`src/rtl/apb_cmd_master_if.sv`:
```
// Command/response handshakes plus APB master signals for apb_cmd_master.
// Latency: none (wires only).
// Backpressure: cmd_valid/cmd_ready and rsp_valid/rsp_ready handshakes; APB stalls through apb_pready.
// Ports: master = block side (drives cmd_ready, rsp_*, apb_* requests); slave = the mirror (sequencer + APB target).
interface apb_cmd_master_if #(
    parameter int AW = 32
);
    logic          cmd_valid;
    logic          cmd_ready;
    logic          cmd_write;
    logic [AW-1:0] cmd_addr;
    logic [31:0]   cmd_wdata;

    logic          rsp_valid;
    logic          rsp_ready;
    logic [31:0]   rsp_rdata;
    logic          rsp_err;
    logic          rsp_timeout;

    logic          apb_psel;
    logic          apb_penable;
    logic [AW-1:0] apb_paddr;
    logic          apb_pwrite;
    logic [31:0]   apb_pwdata;
    logic [31:0]   apb_prdata;
    logic          apb_pready;
    logic          apb_pslverr;

    modport master (
        input  cmd_valid, cmd_write, cmd_addr, cmd_wdata,
        output cmd_ready,
        output rsp_valid, rsp_rdata, rsp_err, rsp_timeout,
        input  rsp_ready,
        output apb_psel, apb_penable, apb_paddr, apb_pwrite, apb_pwdata,
        input  apb_prdata, apb_pready, apb_pslverr
    );

    modport slave (
        output cmd_valid, cmd_write, cmd_addr, cmd_wdata,
        input  cmd_ready,
        input  rsp_valid, rsp_rdata, rsp_err, rsp_timeout,
        output rsp_ready,
        input  apb_psel, apb_penable, apb_paddr, apb_pwrite, apb_pwdata,
        output apb_prdata, apb_pready, apb_pslverr
    );
endinterface

```
`src/rtl/apb_cmd_master.sv`:
```
// Buffers {write, addr, wdata} commands and replays them in order as APB2/APB3 transfers, one outstanding at a time.
// Latency: pop->psel 1 cycle; each transfer is SETUP + ACCESS(>=1, pready-driven or TIMEOUT abort) + RESP, 3 cycles minimum.
// Backpressure: cmd_ready low while the FIFO is full; RESP holds until rsp_ready, which stalls the next transfer.
// Ports: clk, rstn (async active-low); bus = command/response handshakes and APB master pins; busy = work pending.
module apb_cmd_master #(
    parameter int AW      = 32,
    parameter int CDEPTH  = 4,
    parameter int TIMEOUT = 255
) (
    input  logic             clk,
    input  logic             rstn,
    apb_cmd_master_if.master bus,
    output logic             busy
);
    localparam int PW = $clog2(CDEPTH);
    localparam int CW = (TIMEOUT > 0) ? $clog2(TIMEOUT + 1) : 1;
    // Abort is taken on the edge that closes the TIMEOUT-th stalled ACCESS cycle.
    localparam logic [CW-1:0] TMO_LAST = (TIMEOUT > 0) ? CW'(TIMEOUT - 1) : '0;
    localparam logic [PW:0]   FULL_CNT = (PW + 1)'(CDEPTH);

    typedef struct packed {
        logic          write;
        logic [AW-1:0] addr;
        logic [31:0]   wdata;
    } cmd_t;

    typedef enum logic [1:0] {IDLE, SETUP, ACCESS, RESP} state_t;

    cmd_t          mem [CDEPTH];
    logic [PW-1:0] wr_ptr, rd_ptr;
    logic [PW:0]   count;
    logic          full, empty, push, pop;
    cmd_t          head;

    state_t        state_q, state_d;
    logic          psel_q, psel_d, penable_q, penable_d;
    logic [AW-1:0] paddr_q, paddr_d;
    logic          pwrite_q, pwrite_d;
    logic [31:0]   pwdata_q, pwdata_d;
    logic [31:0]   rdata_q, rdata_d;
    logic          err_q, err_d, tmo_q, tmo_d;
    logic [CW-1:0] cnt_q, cnt_d;

    // ---------------- command FIFO ----------------
    assign full          = (count == FULL_CNT);
    assign empty         = (count == '0);
    assign bus.cmd_ready = rstn & ~full;
    assign push          = bus.cmd_valid & bus.cmd_ready;
    assign head          = mem[rd_ptr];

    always_ff @(posedge clk) begin
        if (push) begin
            mem[wr_ptr] <= {bus.cmd_write, bus.cmd_addr, bus.cmd_wdata};
        end
    end

    always_ff @(posedge clk or negedge rstn) begin
        if (!rstn) begin
            wr_ptr <= '0;
            rd_ptr <= '0;
            count  <= '0;
        end else begin
            if (push) wr_ptr <= wr_ptr + 1'b1;
            if (pop)  rd_ptr <= rd_ptr + 1'b1;
            if (push && !pop)      count <= count + 1'b1;
            else if (!push && pop) count <= count - 1'b1;
        end
    end

    // ---------------- transfer FSM ----------------
    always_comb begin
        state_d   = state_q;
        psel_d    = psel_q;
        penable_d = penable_q;
        paddr_d   = paddr_q;
        pwrite_d  = pwrite_q;
        pwdata_d  = pwdata_q;
        rdata_d   = rdata_q;
        err_d     = err_q;
        tmo_d     = tmo_q;
        cnt_d     = cnt_q;
        pop       = 1'b0;

        unique case (state_q)
            IDLE: begin
                if (!empty) begin
                    pop     = 1'b1;
                    state_d = SETUP;
                end
            end
            SETUP: begin
                penable_d = 1'b1;
                cnt_d     = '0;
                state_d   = ACCESS;
            end
            ACCESS: begin
                // pready has priority over a timeout landing on the same edge.
                if (bus.apb_pready) begin
                    psel_d    = 1'b0;
                    penable_d = 1'b0;
                    rdata_d   = pwrite_q ? 32'h0 : bus.apb_prdata;
                    err_d     = bus.apb_pslverr;
                    tmo_d     = 1'b0;
                    state_d   = RESP;
                end else if (TIMEOUT > 0 && cnt_q == TMO_LAST) begin
                    psel_d    = 1'b0;
                    penable_d = 1'b0;
                    rdata_d   = 32'h0;
                    err_d     = 1'b1;
                    tmo_d     = 1'b1;
                    state_d   = RESP;
                end else if (TIMEOUT > 0) begin
                    cnt_d = cnt_q + 1'b1;
                end
            end
            RESP: begin
                // Chain straight into SETUP so back-to-back transfers cost 3 cycles.
                if (bus.rsp_ready) begin
                    if (!empty) begin
                        pop     = 1'b1;
                        state_d = SETUP;
                    end else begin
                        state_d = IDLE;
                    end
                end
            end
            default: state_d = IDLE;
        endcase

        if (pop) begin
            psel_d    = 1'b1;
            penable_d = 1'b0;
            paddr_d   = head.addr;
            pwrite_d  = head.write;
            pwdata_d  = head.wdata;
        end
    end

    always_ff @(posedge clk or negedge rstn) begin
        if (!rstn) begin
            state_q   <= IDLE;
            psel_q    <= 1'b0;
            penable_q <= 1'b0;
            paddr_q   <= '0;
            pwrite_q  <= 1'b0;
            pwdata_q  <= '0;
            rdata_q   <= '0;
            err_q     <= 1'b0;
            tmo_q     <= 1'b0;
            cnt_q     <= '0;
        end else begin
            state_q   <= state_d;
            psel_q    <= psel_d;
            penable_q <= penable_d;
            paddr_q   <= paddr_d;
            pwrite_q  <= pwrite_d;
            pwdata_q  <= pwdata_d;
            rdata_q   <= rdata_d;
            err_q     <= err_d;
            tmo_q     <= tmo_d;
            cnt_q     <= cnt_d;
        end
    end

    assign bus.apb_psel    = psel_q;
    assign bus.apb_penable = penable_q;
    assign bus.apb_paddr   = paddr_q;
    assign bus.apb_pwrite  = pwrite_q;
    assign bus.apb_pwdata  = pwdata_q;
    assign bus.rsp_valid   = (state_q == RESP);
    assign bus.rsp_rdata   = rdata_q;
    assign bus.rsp_err     = err_q;
    assign bus.rsp_timeout = tmo_q;
    assign busy            = !empty || (state_q != IDLE);
endmodule
```
`src/flat_wrapper.sv`:
```
// flat-port wrapper written by rule: the top's interface ports become plain ports
module apb_cmd_master_flat 
#(
    parameter int AW      = 32,
    parameter int CDEPTH  = 4,
    parameter int TIMEOUT = 255
)
  (clk, rstn, busy, bus_cmd_valid, bus_cmd_write, bus_cmd_addr, bus_cmd_wdata, bus_cmd_ready, bus_rsp_valid, bus_rsp_rdata, bus_rsp_err, bus_rsp_timeout, bus_rsp_ready, bus_apb_psel, bus_apb_penable, bus_apb_paddr, bus_apb_pwrite, bus_apb_pwdata, bus_apb_prdata, bus_apb_pready, bus_apb_pslverr);
  apb_cmd_master_if #(.AW(AW)) bus_i ();
  input  logic clk;
  input  logic rstn;
  output logic busy;
  input wire logic [$bits(bus_i.cmd_valid)-1:0] bus_cmd_valid;
  input wire logic [$bits(bus_i.cmd_write)-1:0] bus_cmd_write;
  input wire logic [$bits(bus_i.cmd_addr)-1:0] bus_cmd_addr;
  input wire logic [$bits(bus_i.cmd_wdata)-1:0] bus_cmd_wdata;
  output wire logic [$bits(bus_i.cmd_ready)-1:0] bus_cmd_ready;
  output wire logic [$bits(bus_i.rsp_valid)-1:0] bus_rsp_valid;
  output wire logic [$bits(bus_i.rsp_rdata)-1:0] bus_rsp_rdata;
  output wire logic [$bits(bus_i.rsp_err)-1:0] bus_rsp_err;
  output wire logic [$bits(bus_i.rsp_timeout)-1:0] bus_rsp_timeout;
  input wire logic [$bits(bus_i.rsp_ready)-1:0] bus_rsp_ready;
  output wire logic [$bits(bus_i.apb_psel)-1:0] bus_apb_psel;
  output wire logic [$bits(bus_i.apb_penable)-1:0] bus_apb_penable;
  output wire logic [$bits(bus_i.apb_paddr)-1:0] bus_apb_paddr;
  output wire logic [$bits(bus_i.apb_pwrite)-1:0] bus_apb_pwrite;
  output wire logic [$bits(bus_i.apb_pwdata)-1:0] bus_apb_pwdata;
  input wire logic [$bits(bus_i.apb_prdata)-1:0] bus_apb_prdata;
  input wire logic [$bits(bus_i.apb_pready)-1:0] bus_apb_pready;
  input wire logic [$bits(bus_i.apb_pslverr)-1:0] bus_apb_pslverr;
  assign bus_i.cmd_valid = bus_cmd_valid;
  assign bus_i.cmd_write = bus_cmd_write;
  assign bus_i.cmd_addr = bus_cmd_addr;
  assign bus_i.cmd_wdata = bus_cmd_wdata;
  assign bus_cmd_ready = bus_i.cmd_ready;
  assign bus_rsp_valid = bus_i.rsp_valid;
  assign bus_rsp_rdata = bus_i.rsp_rdata;
  assign bus_rsp_err = bus_i.rsp_err;
  assign bus_rsp_timeout = bus_i.rsp_timeout;
  assign bus_i.rsp_ready = bus_rsp_ready;
  assign bus_apb_psel = bus_i.apb_psel;
  assign bus_apb_penable = bus_i.apb_penable;
  assign bus_apb_paddr = bus_i.apb_paddr;
  assign bus_apb_pwrite = bus_i.apb_pwrite;
  assign bus_apb_pwdata = bus_i.apb_pwdata;
  assign bus_i.apb_prdata = bus_apb_prdata;
  assign bus_i.apb_pready = bus_apb_pready;
  assign bus_i.apb_pslverr = bus_apb_pslverr;
  apb_cmd_master #(.AW(AW), .CDEPTH(CDEPTH), .TIMEOUT(TIMEOUT)) u_core (.clk(clk), .rstn(rstn), .bus(bus_i), .busy(busy));
endmodule
```
`config.mk`:
```
export PLATFORM = sky130hd
export DESIGN_NAME = apb_cmd_master_flat
export DESIGN_NICKNAME = d
export VERILOG_FILES = /design/src/rtl/apb_cmd_master_if.sv /design/src/rtl/apb_cmd_master.sv /design/src/flat_wrapper.sv
export SDC_FILE = /design/constraint.sdc
export NUM_CORES = 1
export LEC_CHECK = 0
export CAP_MARGIN = 20
export CELL_PAD_IN_SITES_DETAIL_PLACEMENT = 0
export CELL_PAD_IN_SITES_GLOBAL_PLACEMENT = 1
export CORE_ASPECT_RATIO = 1.25
export CORE_MARGIN = 2
export CORE_UTILIZATION = 42
export DETAILED_ROUTE_END_ITERATION = 6
export GPL_ROUTABILITY_DRIVEN = 0
export PLACE_DENSITY_LB_ADDON = 0.1
export SKIP_CTS_REPAIR_TIMING = 1
export SYNTH_ARGS = -nofsm -noshare
export SYNTH_HDL_FRONTEND = slang
export SYNTH_SLANG_ARGS = --single-unit
```
`constraint.sdc`:
```
create_clock -name clk -period 2.6 [get_ports clk]
set_input_delay 0.39 -clock clk [delete_from_list [all_inputs] [get_ports clk]]
set_output_delay 0.39 -clock clk [all_outputs]
set_load 0.02 [all_outputs]
```
==> results of run 1 <==
## worst register-to-register path, cell delays in order (launching register included)
cell     delay, ns
dfrtp_1       0.42
inv_1         0.12
ha_1          0.22
a21oi_1       0.27
nor3_4        0.08
inv_1         0.07
ha_1          0.17
inv_1         0.07
fa_1          0.43
xor2_1        0.17
nor2_1        0.12
xor2_1        0.15
## sequential cells by signal, summed over array words and instances (netlist names)
name,count
u_core.count,3
u_core.rd_ptr,2
u_core.cnt_q,8
u_core.state_q,2
u_core.bus.apb_psel,1
u_core.bus.rsp_rdata,32
u_core.bus.apb_penable,1
u_core.bus.rsp_timeout,1
u_core.bus.apb_pwdata,32
u_core.bus.apb_pwrite,1
u_core.mem,260
u_core.wr_ptr,2
u_core.bus.apb_paddr,32
u_core.bus.rsp_err,1
## power by group through the flow
stage	Combinational (mW)	Sequential, mW	Clock [mW]
finish	7.41	8.68	5.77
global route	7.92	8.85	6.20
CTS	7.55	8.73	5.94
detailed placement	7.51	8.83	0
global placement	7.41	8.78	0
floorplan	4.00	9.37	0
## cell usage after synthesis, types with 6 or more instances
master      n  area share [%]
mux2_4     28             2.9
buf_2      14            0.49
ha_1       13             1.1
a21oi_1     9            0.32
edfxtp_1  260              55
dfrtp_1   118              21
a22o_1     32             2.0
nand2_1     7            0.18
mux4_2     65              10
mux2_2     38             3.0
inv_1      11            0.29
nor2_1      6            0.16
## cell families (layout without fill, tap and decap cells)
group	after synthesis	in the layout	share of synthesized area, %
flip-flops	378	378	75.4
AO/OA/AOI/OAI	60	60	3.28
buffers and inverters	41	313	1.82
XOR/XNOR	6	6	0.368
multiplexers	132	132	16.3
AND/OR/NAND/NOR	38	38	1.55
other	0	1	0
adder cells (fa/ha/maj)	14	14	1.28
## worst paths after layout
kind | end | from | slack, ns
setup / recovery | bus_cmd_ready | u_core.count[0] | 0.16
hold reg to reg | u_core.bus.apb_psel | u_core.bus.apb_psel | 0.49
hold / removal | u_core.bus.apb_paddr[11] | rstn | 0.1
min in group clk | u_core.bus.rsp_rdata[26] | bus_apb_prdata[26] | 0.47
max in group asynchronous | u_core.rd_ptr[0] | rstn | 1.88
setup reg to reg | u_core.count[2] | u_core.state_q[1] | 0.25
## cell type report
cell class / instances / area share, %
Tap cell: 423 / 2.89
Antenna cell: 1 / 0.0136
Timing Repair Buffer: 228 / 12.9
Clock inverter: 23 / 1.39
Inverter: 11 / 0.225
Clock buffer: 51 / 6.02
Sequential cell: 378 / 58.7
Multi-Input combinational cell: 250 / 17.8
## layout by cell type, fill, tap and decap left out, drive strengths merged, types with 7 or more instances in the layout
cell           Yosys  final
clkinv             0     13
dfrtp            118    118
nand2              7      7
inv               11     13
clkbuf             5     51
clkdlybuf4s50      0    205
ha                13     13
buf               25     23
a22o              32     32
edfxtp           260    260
a21oi              9      9
mux4              65     65
mux2              67     67
## metrics by stage
| stage | utilization [%] | hold WS (ns) | worst slack, ns | cell area [sq um] | power (mW) |
|---|---|---|---|---|---|
| detailed placement | 50.6 | 0.481 | 0.161 | 17000 | 16.3 |
| CTS | 54.7 | 0.126 | 0.106 | 18300 | 22.2 |
| global placement | 50.6 | 0.461 | 0.175 | 17000 | 16.2 |
| floorplan | - | 0.0944 | 0.0179 | 14300 | 13.4 |
| global route | 54.7 | 0.164 | 0.0447 | 18300 | 23.0 |
| finish | 54.7 | 0.0979 | 0.156 | 18300 | 21.9 |
## per-layer routing
metal	vias up	share of wire, %	global-route usage, %
met5	-	0	0
met4	0	1.5	4.28
met3	40	6.1	4.00
met2	208	52	30.4
met1	3747	40	20.5
li1	3176	-	-
==> impl_metrics.ini, run 1 <==
[placed_design]
portBuffers = 206
dpl.hpwl_um = 17800
dp.cells = 1289

[routing]
wl_per_cell_um = 21.7
num_vias = 7171
vias_per_cell = 5.25
drt_iter0_drc = 410
drc_errors = 0
drt-pass1-iter-count = 4
detail-route-antenna-nets = 0
wirelength_um = 29600

[setup_path]
crit_path_end_kind = output port
slowest_stage = clkdlybuf4s50_1
cpLargestDelayFamily = buffers and inverters
cp_max_fo = 5
crit_cells = 4
max_stage_delay_ns = 0.63
worst-path-buf-inv = 2
worstPathRequired_ns = 2.21
cp.arrival_ns = 2.05
critPathKind = flip-flop to output port
cp_cell_sequence = nor2_1 -> a21boi_1 -> buf_4 -> clkdlybuf4s50_1
rr_worst_depth = 11
worst_setup_path_start_kind = flip-flop

[timing]
finalSetupTns_ns = 0
drv_slew = 0
hold_viol = 0
tightest_slew_ns = 0.882
finalCritPeriodShare_pct = 94.0
fmaxAchievable_mhz = 409
min_period_ns = 2.44
finalSetupViolCount = 0
slew_headroom_pct = 41.2
finClkSkew_ns = 0.0220
rsz0062_at_grt = false

[floorplanning]
rows = 75
initial_utilization_pct = 42.6
io_pins = 207
design.die.area_sq_um = 35500
core-area_sq_um = 33500
die_x_um = 169
die_h_um = 210

[clock_tree]
cts.sinks = 378
max-clock-path-buffers = 3
cts_tree = built
clock_latency_ns = 0.54
clkTransAtPathRegs_ns = 0.06
numCtsBuffers = 40
root_buffer = clkbuf_16
htreeDepth = 2

[global_route]
grt_usage_pct = 16.9
antenna_found_initial = 1
grt_pass1_vias = 7937
grt_pass1_wl_um = 45900
grt_max_degree = 69
grt_overflow = 0

[yosys]
synth_async_sr_flop_share_pct = 31.2
syn_nets = 786
netlist_instances = 669
netlist_area_sq_um = 14300
yosysWarnings = 0
synth_edf_count = 260
ys_seq_area_share_pct = 75.4
synth_area_per_cell_sq_um = 21.3
yosysUniqueCellTypes = 46
synthFlopType = edfxtp_1
ys_ff_latch = 378

[power_and_ir_drop]
seq_power_share_pct = 39.7
comb_power_share_pct = 33.9
power.density_nw_per_um2 = 1190
p_clk_share_pct = 26.4
peakVddDrop_mv = 0.839
p_switching_mw = 6.45
p_leak_nw = 6.55
p_int_mw = 15.4
switching_share_pct = 29.5

[cells_and_area]
final_net_count = 1026
layoutNonFillerInstCount = 1365
register_area_sq_um = 10800
fill_cells = 2564
drive_gt1_share_pct = 24.3
multiInputGateArea_sq_um = 3270
area_growth_pct = 28.5

[run_status]
outcome = completed

[run]
drv_cap = 0

[worst_hold_path]
hold_path.class = input port to asynchronous set/reset pin
No activity file was read; power rests on OpenSTA's default activity.
==> run 2: changes to the inputs <==
--- a/config.mk
+++ b/config.mk
@@ -13,6 +13,7 @@
 export CORE_UTILIZATION = 42
 export DETAILED_ROUTE_END_ITERATION = 6
 export GPL_ROUTABILITY_DRIVEN = 0
+export HOLD_SLACK_MARGIN = 0.1
 export PLACE_DENSITY_LB_ADDON = 0.1
 export SKIP_CTS_REPAIR_TIMING = 1
 export SYNTH_ARGS = -nofsm -noshare
==> results of run 2 <==
No change in the layout: final DEF, timing and power equal those of run 1.
==> RTL change 1: new RTL, flow settings as in run 2 <==
Re-encode `state_t` (4 states) as one-hot, 4 bits wide.
--- a/src/rtl/apb_cmd_master.sv
+++ b/src/rtl/apb_cmd_master.sv
@@ -24,7 +24,7 @@
         logic [31:0]   wdata;
     } cmd_t;
 
-    typedef enum logic [1:0] {IDLE, SETUP, ACCESS, RESP} state_t;
+    typedef enum logic [3:0] {IDLE = 4'b0001, SETUP = 4'b0010, ACCESS = 4'b0100, RESP = 4'b1000} state_t;
 
     cmd_t          mem [CDEPTH];
     logic [PW-1:0] wr_ptr, rd_ptr;
Check against the original RTL: no difference found for any inputs over 4 cycles, from zero or initial values and one cycle with rstn low; so few cycles prove little.
==> RTL change 1 against run 2 <==
  * Area after synthesis rose by 0.62%
  * Setup slack better by 0.0099 ns
  * First-iteration DRC count decreased by 31%
  * Sequential cell count increased by 2
  * Design area rose by 1.3%
  * Total power up 2.6%
  * Die area up 0.61%
  * Synthesized cell count down 0.90%
  * Routed wire length increased by 0.28%
  * Maximum frequency is 0.41% higher
  * Register-to-register slack improved by 0.08 ns
==> RTL change 1: results (changes against run 2) <==
.. list-table::
   :header-rows: 1

   * - Metric
     - Value
   * - Final-stage net count
     - 1024 (-0.19%)
   * - Post-DP Area
     - 17100 µm² (+1.0%)
   * - Avg WL per Cell
     - 21.7 µm (about the same)
   * - Count of max-cap constraint violations
     - 0 (unchanged)
   * - Place WS
     - -0.0368 ns (-0.198 ns)
   * - Tightest Hold Check Type
     - primary input to asynchronous set/reset pin
   * - Post-synth net total
     - 774 (-1.5%)
   * - Main synth FF type
     - edfxtp_1
   * - Aggregate global-route resource usage
     - 17.0% (+0.070 points)
   * - Met2 WL post-DR
     - 15.6 mm (+1.2%)
   * - Count of buffers from port buffering
     - 206 (unchanged)
   * - Worst R2R Path Depth
     - 7 (-4)
   * - Static Leak
     - 6.82 nW (+4.2%)
   * - M1 wire length
     - 11.9 mm (-0.13%)
   * - Max reg flops
     - 260 (unchanged)
   * - Vias in the first global route
     - 7940 (+0.038%)
   * - Largest voltage drop on the vdd net
     - 823 µV (-1.9%)
   * - Largest net degree at the start of global routing
     - 67 (-2.9%)
   * - Top routing layer in use
     - met5
   * - Final Instance Count excl. Fillers
     - 1368 (+0.22%)
   * - Layout cells sized above 1
     - 25.6% (+1.3 points)
   * - Cell variety after synth
     - 44 (-4.3%)
   * - Clk_lat worst skew
     - roughly 0.53 ns
   * - Cell count after synthesis
     - 663 (-0.90%)
   * - Sequential-to-total area share from yosys stat
     - 75.3% (-0.11 points)
   * - Largest register by flop count
     - u_core.mem
   * - Library cell used as clock root buffer
     - clkbuf_16
   * - Switching power
     - 6.47 mW (+0.25%)
   * - Result of the run
     - finished, final reports clean
   * - Detailed router's first-iteration violation count
     - 281 (-31%)
   * - Worst Path Arrival
     - between 2 and 2.5 ns
   * - DR vias
     - 7166 (-0.070%)
   * - Crit Path Max Fanout
     - 7 (+2)
   * - Number of enable flip-flop cells after synthesis
     - 260 (unchanged)
   * - Met3 wire len
     - 1.69 mm (-6.1%)
   * - Longest Clk Path Bufs
     - 3 (unchanged)
   * - Most numerous cell types in the synthesized netlist
     - edfxtp_1 (260), dfrtp_1 (119), mux4_2 (65), mux2_4 (60), a22o_1 (32)
   * - Post-synth ARST share
     - 31.6% (+0.36 points)
   * - HPWL Detailed
     - 18.4 mm (+3.0%)
   * - Clock skew
     - 0.0115 ns (-0.0105 ns)
   * - CTS H-tree depth
     - 2 (unchanged)
   * - Top area cells in the synthesized netlist
     - edfxtp_1 (54%), dfrtp_1 (21%), mux4_2 (10%)
   * - Number of inserted diodes
     - 0 (-1)
   * - Fill cells
     - 2588 (+0.94%)
   * - Clock input transition at the sequential cells of the worst setup and hold paths
     - 0.06 ns (about the same)
   * - First-pass GRT wire length
     - 46.1 mm (+0.39%)
   * - Placed Cells
     - 1294 (+0.39%)
   * - Relative slew margins
     - 39.3% (-1.9 points)
   * - First-pass DRT Iterations
     - 4 (unchanged)
-- RTL change 1: cell types whose count changed in the layout (fill, tap and decap cells not counted), sizes merged, moves of 3 or more --
cell and delta:
buf +10, ha -6, nor2b -4, a21oi -3, inv -3, nand2 +3, or4b +3
-- RTL change 1: final timing paths --
kind	startpoint	to	slack, ns
worst max-delay path	u_core.state_q[0]	busy	0.17
worst min-delay path	rstn	u_core.cnt_q[3]	0.06
worst max register to register	u_core.state_q[0]	u_core.count[1]	0.33
worst min register to register	u_core.bus.apb_psel	u_core.bus.apb_psel	0.49
max in group asynchronous	rstn	u_core.rd_ptr[0]	1.89
min in group clk	bus_apb_prdata[13]	u_core.bus.rsp_rdata[13]	0.47
-- RTL change 1: per-stage QoR --
stage | power (mW) | setup TNS [ns] | utilization (%)
6_report | 22.4 | 0 | 55.3
5_1_grt | 23.5 | 0 | 55.3
4_1_cts | 22.8 | -0.202 | 55.3
3_5_place_dp | 16.7 | -0.0368 | 51.0
3_3_place_gp | 16.5 | 0 | 51.0
2_1_floorplan | 13.7 | 0 | -
-- RTL change 1: kinds of logic (layout without fill, tap and decap cells) --
group / Yosys count / after routing / synth area share (%)
DFF: 380 / 380 / 75.3
muxes: 134 / 134 / 17.2
AOI/OAI and AO/OA: 53 / 53 / 3.03
and+or+nand+nor: 44 / 44 / 1.95
xor gates and xnor gates: 6 / 6 / 0.366
buffers and inverters: 38 / 320 / 1.43
adders and majority gates: 8 / 8 / 0.749
-- RTL change 1: area by class of cell --
class	instances	share of cell area (%)
Sequential cell	380	58.3
Multi-Input combinational cell	245	18.1
Clock inverter	25	1.69
Timing Repair Buffer	238	13.0
Inverter	8	0.162
Clock buffer	49	5.96
Tap cell	423	2.85
-- RTL change 1: worst max-delay path, cell delays in order (launching register included) --
cell and delay (ns):
dfstp_2 0.60, nand2b_1 0.15, nor3_1 0.16, nand2_1 0.08
clkdlybuf4s50_1 0.54
-- RTL change 1: power groups by stage --
stage	sequential, mW	clock [mW]	combinational [mW]
floorplan	9.38	0	4.29
global placement	8.79	0	7.74
detailed placement	8.82	0	7.86
CTS	8.73	6.20	7.88
global route	8.87	6.42	8.22
finish	8.70	6.02	7.71
-- RTL change 1: metal layers --
metal  up-vias  track usage, %
li1       3175               -
met1      3752            20.1
met2       198            31.0
met3        39            4.23
met4         2            4.04
met5         -               0
==> RTL change 2: new RTL, config.mk and constraints of run 2 <==
Without the edit above. `CDEPTH` is set to 4 in 2 places; all go to 2.
--- a/src/rtl/apb_cmd_master.sv
+++ b/src/rtl/apb_cmd_master.sv
@@ -4,7 +4,7 @@
 // Ports: clk, rstn (async active-low); bus = command/response handshakes and APB master pins; busy = work pending.
 module apb_cmd_master #(
     parameter int AW      = 32,
-    parameter int CDEPTH  = 4,
+    parameter int CDEPTH  = 2,
     parameter int TIMEOUT = 255
 ) (
     input  logic             clk,
--- a/src/flat_wrapper.sv
+++ b/src/flat_wrapper.sv
@@ -2,7 +2,7 @@
 module apb_cmd_master_flat 
 #(
     parameter int AW      = 32,
-    parameter int CDEPTH  = 4,
+    parameter int CDEPTH  = 2,
     parameter int TIMEOUT = 255
 )
   (clk, rstn, busy, bus_cmd_valid, bus_cmd_write, bus_cmd_addr, bus_cmd_wdata, bus_cmd_ready, bus_rsp_valid, bus_rsp_rdata, bus_rsp_err, bus_rsp_timeout, bus_rsp_ready, bus_apb_psel, bus_apb_penable, bus_apb_paddr, bus_apb_pwrite, bus_apb_pwdata, bus_apb_prdata, bus_apb_pready, bus_apb_pslverr);
Formal check against the unedited RTL: not equivalent (a bounded check fails within 4 cycles, from zero or initial values and one cycle with rstn low).
==> RTL change 2 against run 2 <==
  * Routed wire length is 34% lower
  * Clock skew shrank 0.0062 ns
  * Design area is 33% lower
  * Sequential cell count down 133
  * Global-route usage is 0.14 points higher
  * Setup slack better by 0.096 ns
  * Critical path depth did not move
  * Via count shrank 24%
  * Highest routed layer is now met5
  * Die area fell by 36%
  * Sequential power is 32% lower
  * Area after synthesis shrank 37%
  * Total power down 32%
==> RTL change 2: results (changes against run 2) <==
.. list-table::
   :header-rows: 1

   * - Metric
     - Value
   * - CTS buffer count
     - 25 (-38%)
   * - Minimum setup slack among reg-to-reg paths
     - 0.56 ns (+0.31 ns)
   * - Number of enable flip-flop cells after synthesis
     - 130 (-50%)
   * - Largest net degree at the start of global routing
     - 82 (+19%)
   * - HPWL Detailed
     - 13.0 mm (-27%)
   * - Static Leak
     - 4.79 nW (-27%)
   * - Post-DP Area
     - 11500 µm² (-32%)
   * - Largest voltage drop on the vdd net
     - 723 µV (-14%)
   * - Cell variety after synth
     - 38 (-17%)
   * - Post-synth net total
     - 698 (-11%)
   * - Result of the run
     - finished, final reports clean
   * - Sequential-to-total area share from yosys stat
     - 75.0% (-0.39 points)
   * - Post-synth ARST share
     - 46.9% (+16 points)
   * - Place WS
     - 0.501 ns (+0.340 ns)
   * - Met3 track demand over resource in global routing
     - 5.66% (+1.7 points)
   * - First-pass GRT wire length
     - 30.6 mm (-33%)
   * - GR Util met1
     - 20.2% (-0.32 points)
   * - Fill cells
     - 1753 (-32%)
   * - Critical register-to-register path startpoint
     - u_core.cnt_q[0]
   * - Most numerous cell types in the synthesized netlist
     - edfxtp_1 (130), dfrtp_1 (115), nor2_1 (73), a21oi_1 (71), mux2i_1 (67)
   * - DR vias
     - 5447 (-24%)
   * - Share of the synthesized area in compound gates (AO/OA/AOI/OAI)
     - 8.94% (+5.7 points)
   * - Vias in the first global route
     - 5724 (-28%)
   * - Layout cells sized above 1
     - 6.96% (-17 points)
   * - Max reg flops
     - 130 (-50%)
   * - Top routing layer in use
     - met5
   * - Top area cells in the synthesized netlist
     - edfxtp_1 (43%), dfrtp_1 (32%), mux2i_1 (7.4%)
   * - Worst Max-Slew Pin Slew
     - 0.840 ns (-0.0424 ns)
   * - Clk_lat worst skew
     - 0.51 ns (-0.03 ns)
   * - Detailed router's first-iteration violation count
     - 225 (-45%)
   * - Worst r2r dst
     - u_core.bus.rsp_rdata[23]
   * - Final-stage net count
     - 912 (-11%)
   * - Worst R2R Path Depth
     - 6 (-5)
   * - Fraction of synthesized cell area in xor and xnor cells
     - 0.581% (+0.21 points)
   * - Global-route met2 utilization
     - 29.9% (-0.57 points)
   * - Mux contribution to synthesized area
     - 7.54% (-8.7 points)
   * - Worst Path Arrival
     - 1.96 ns (-0.09 ns)
   * - Clock skew
     - 0.0159 ns (-0.00618 ns)
   * - Met3 wire len
     - 1.66 mm (-7.7%)
   * - CTS H-tree depth
     - 1 (-1)
## RTL change 2: cell count changes in the layout (fill, tap and decap cells not counted), sizes merged, moves of 19 or more
cell	delta
edfxtp	-130
mux2i	+67
nor2	+67
mux2	-66
mux4	-65
a21oi	+62
clkbuf	-19
## RTL change 2: final cells by class
type,count,share of cell area [%]
Timing Repair Buffer,217,18.0
Inverter,9,0.275
Sequential cell,245,55.3
Tap cell,279,2.84
Clock inverter,14,1.15
Clock buffer,32,5.39
Multi-Input combinational cell,302,17.1
## RTL change 2: where the power goes
group | total (mW) | leakage [nW] | internal [mW] | switching [mW]
combinational | 5.45 | 1.84 | 2.54 | 2.91
sequential | 5.87 | 2.56 | 5.22 | 0.652
clock | 3.48 | 0.394 | 2.09 | 1.39
total | 14.8 | 4.79 | 9.85 | 4.95
## RTL change 2: cells by family after synthesis
family | count (synthesis)
AO/OA/AOI/OAI | 123
XOR/XNOR | 6
adder cells (fa/ha/maj) | 9
buffers and inverters | 39
flip-flops | 245
multiplexers | 68
AND/OR/NAND/NOR | 96
## RTL change 2: how the worst max path moves through the flow
stage | from | endpoint | depth (start not counted) | slack (ns)
CTS | u_core.state_q[0] | busy | 4 | 0.24
global placement | bus_apb_pready | u_core.bus.rsp_rdata[22] | 4 | 0.57
floorplan | u_core.count[0] | u_core.mem[0][0] | 4 | 0.1
detailed placement | bus_apb_pready | u_core.bus.rsp_rdata[7] | 4 | 0.50
finish | rstn | bus_cmd_ready | 4 | 0.25
global route | u_core.state_q[0] | busy | 4 | 0.15
## RTL change 2: metrics by stage
step	power, mW	cells	hold WS, ns
floorplan	8.99	586	0.0944
global placement	11.3	1051	0.188
detailed placement	11.5	1051	0.191
CTS	15.0	1097	-0.355
global route	15.7	1098	0.196
finish	14.8	1098	0.210
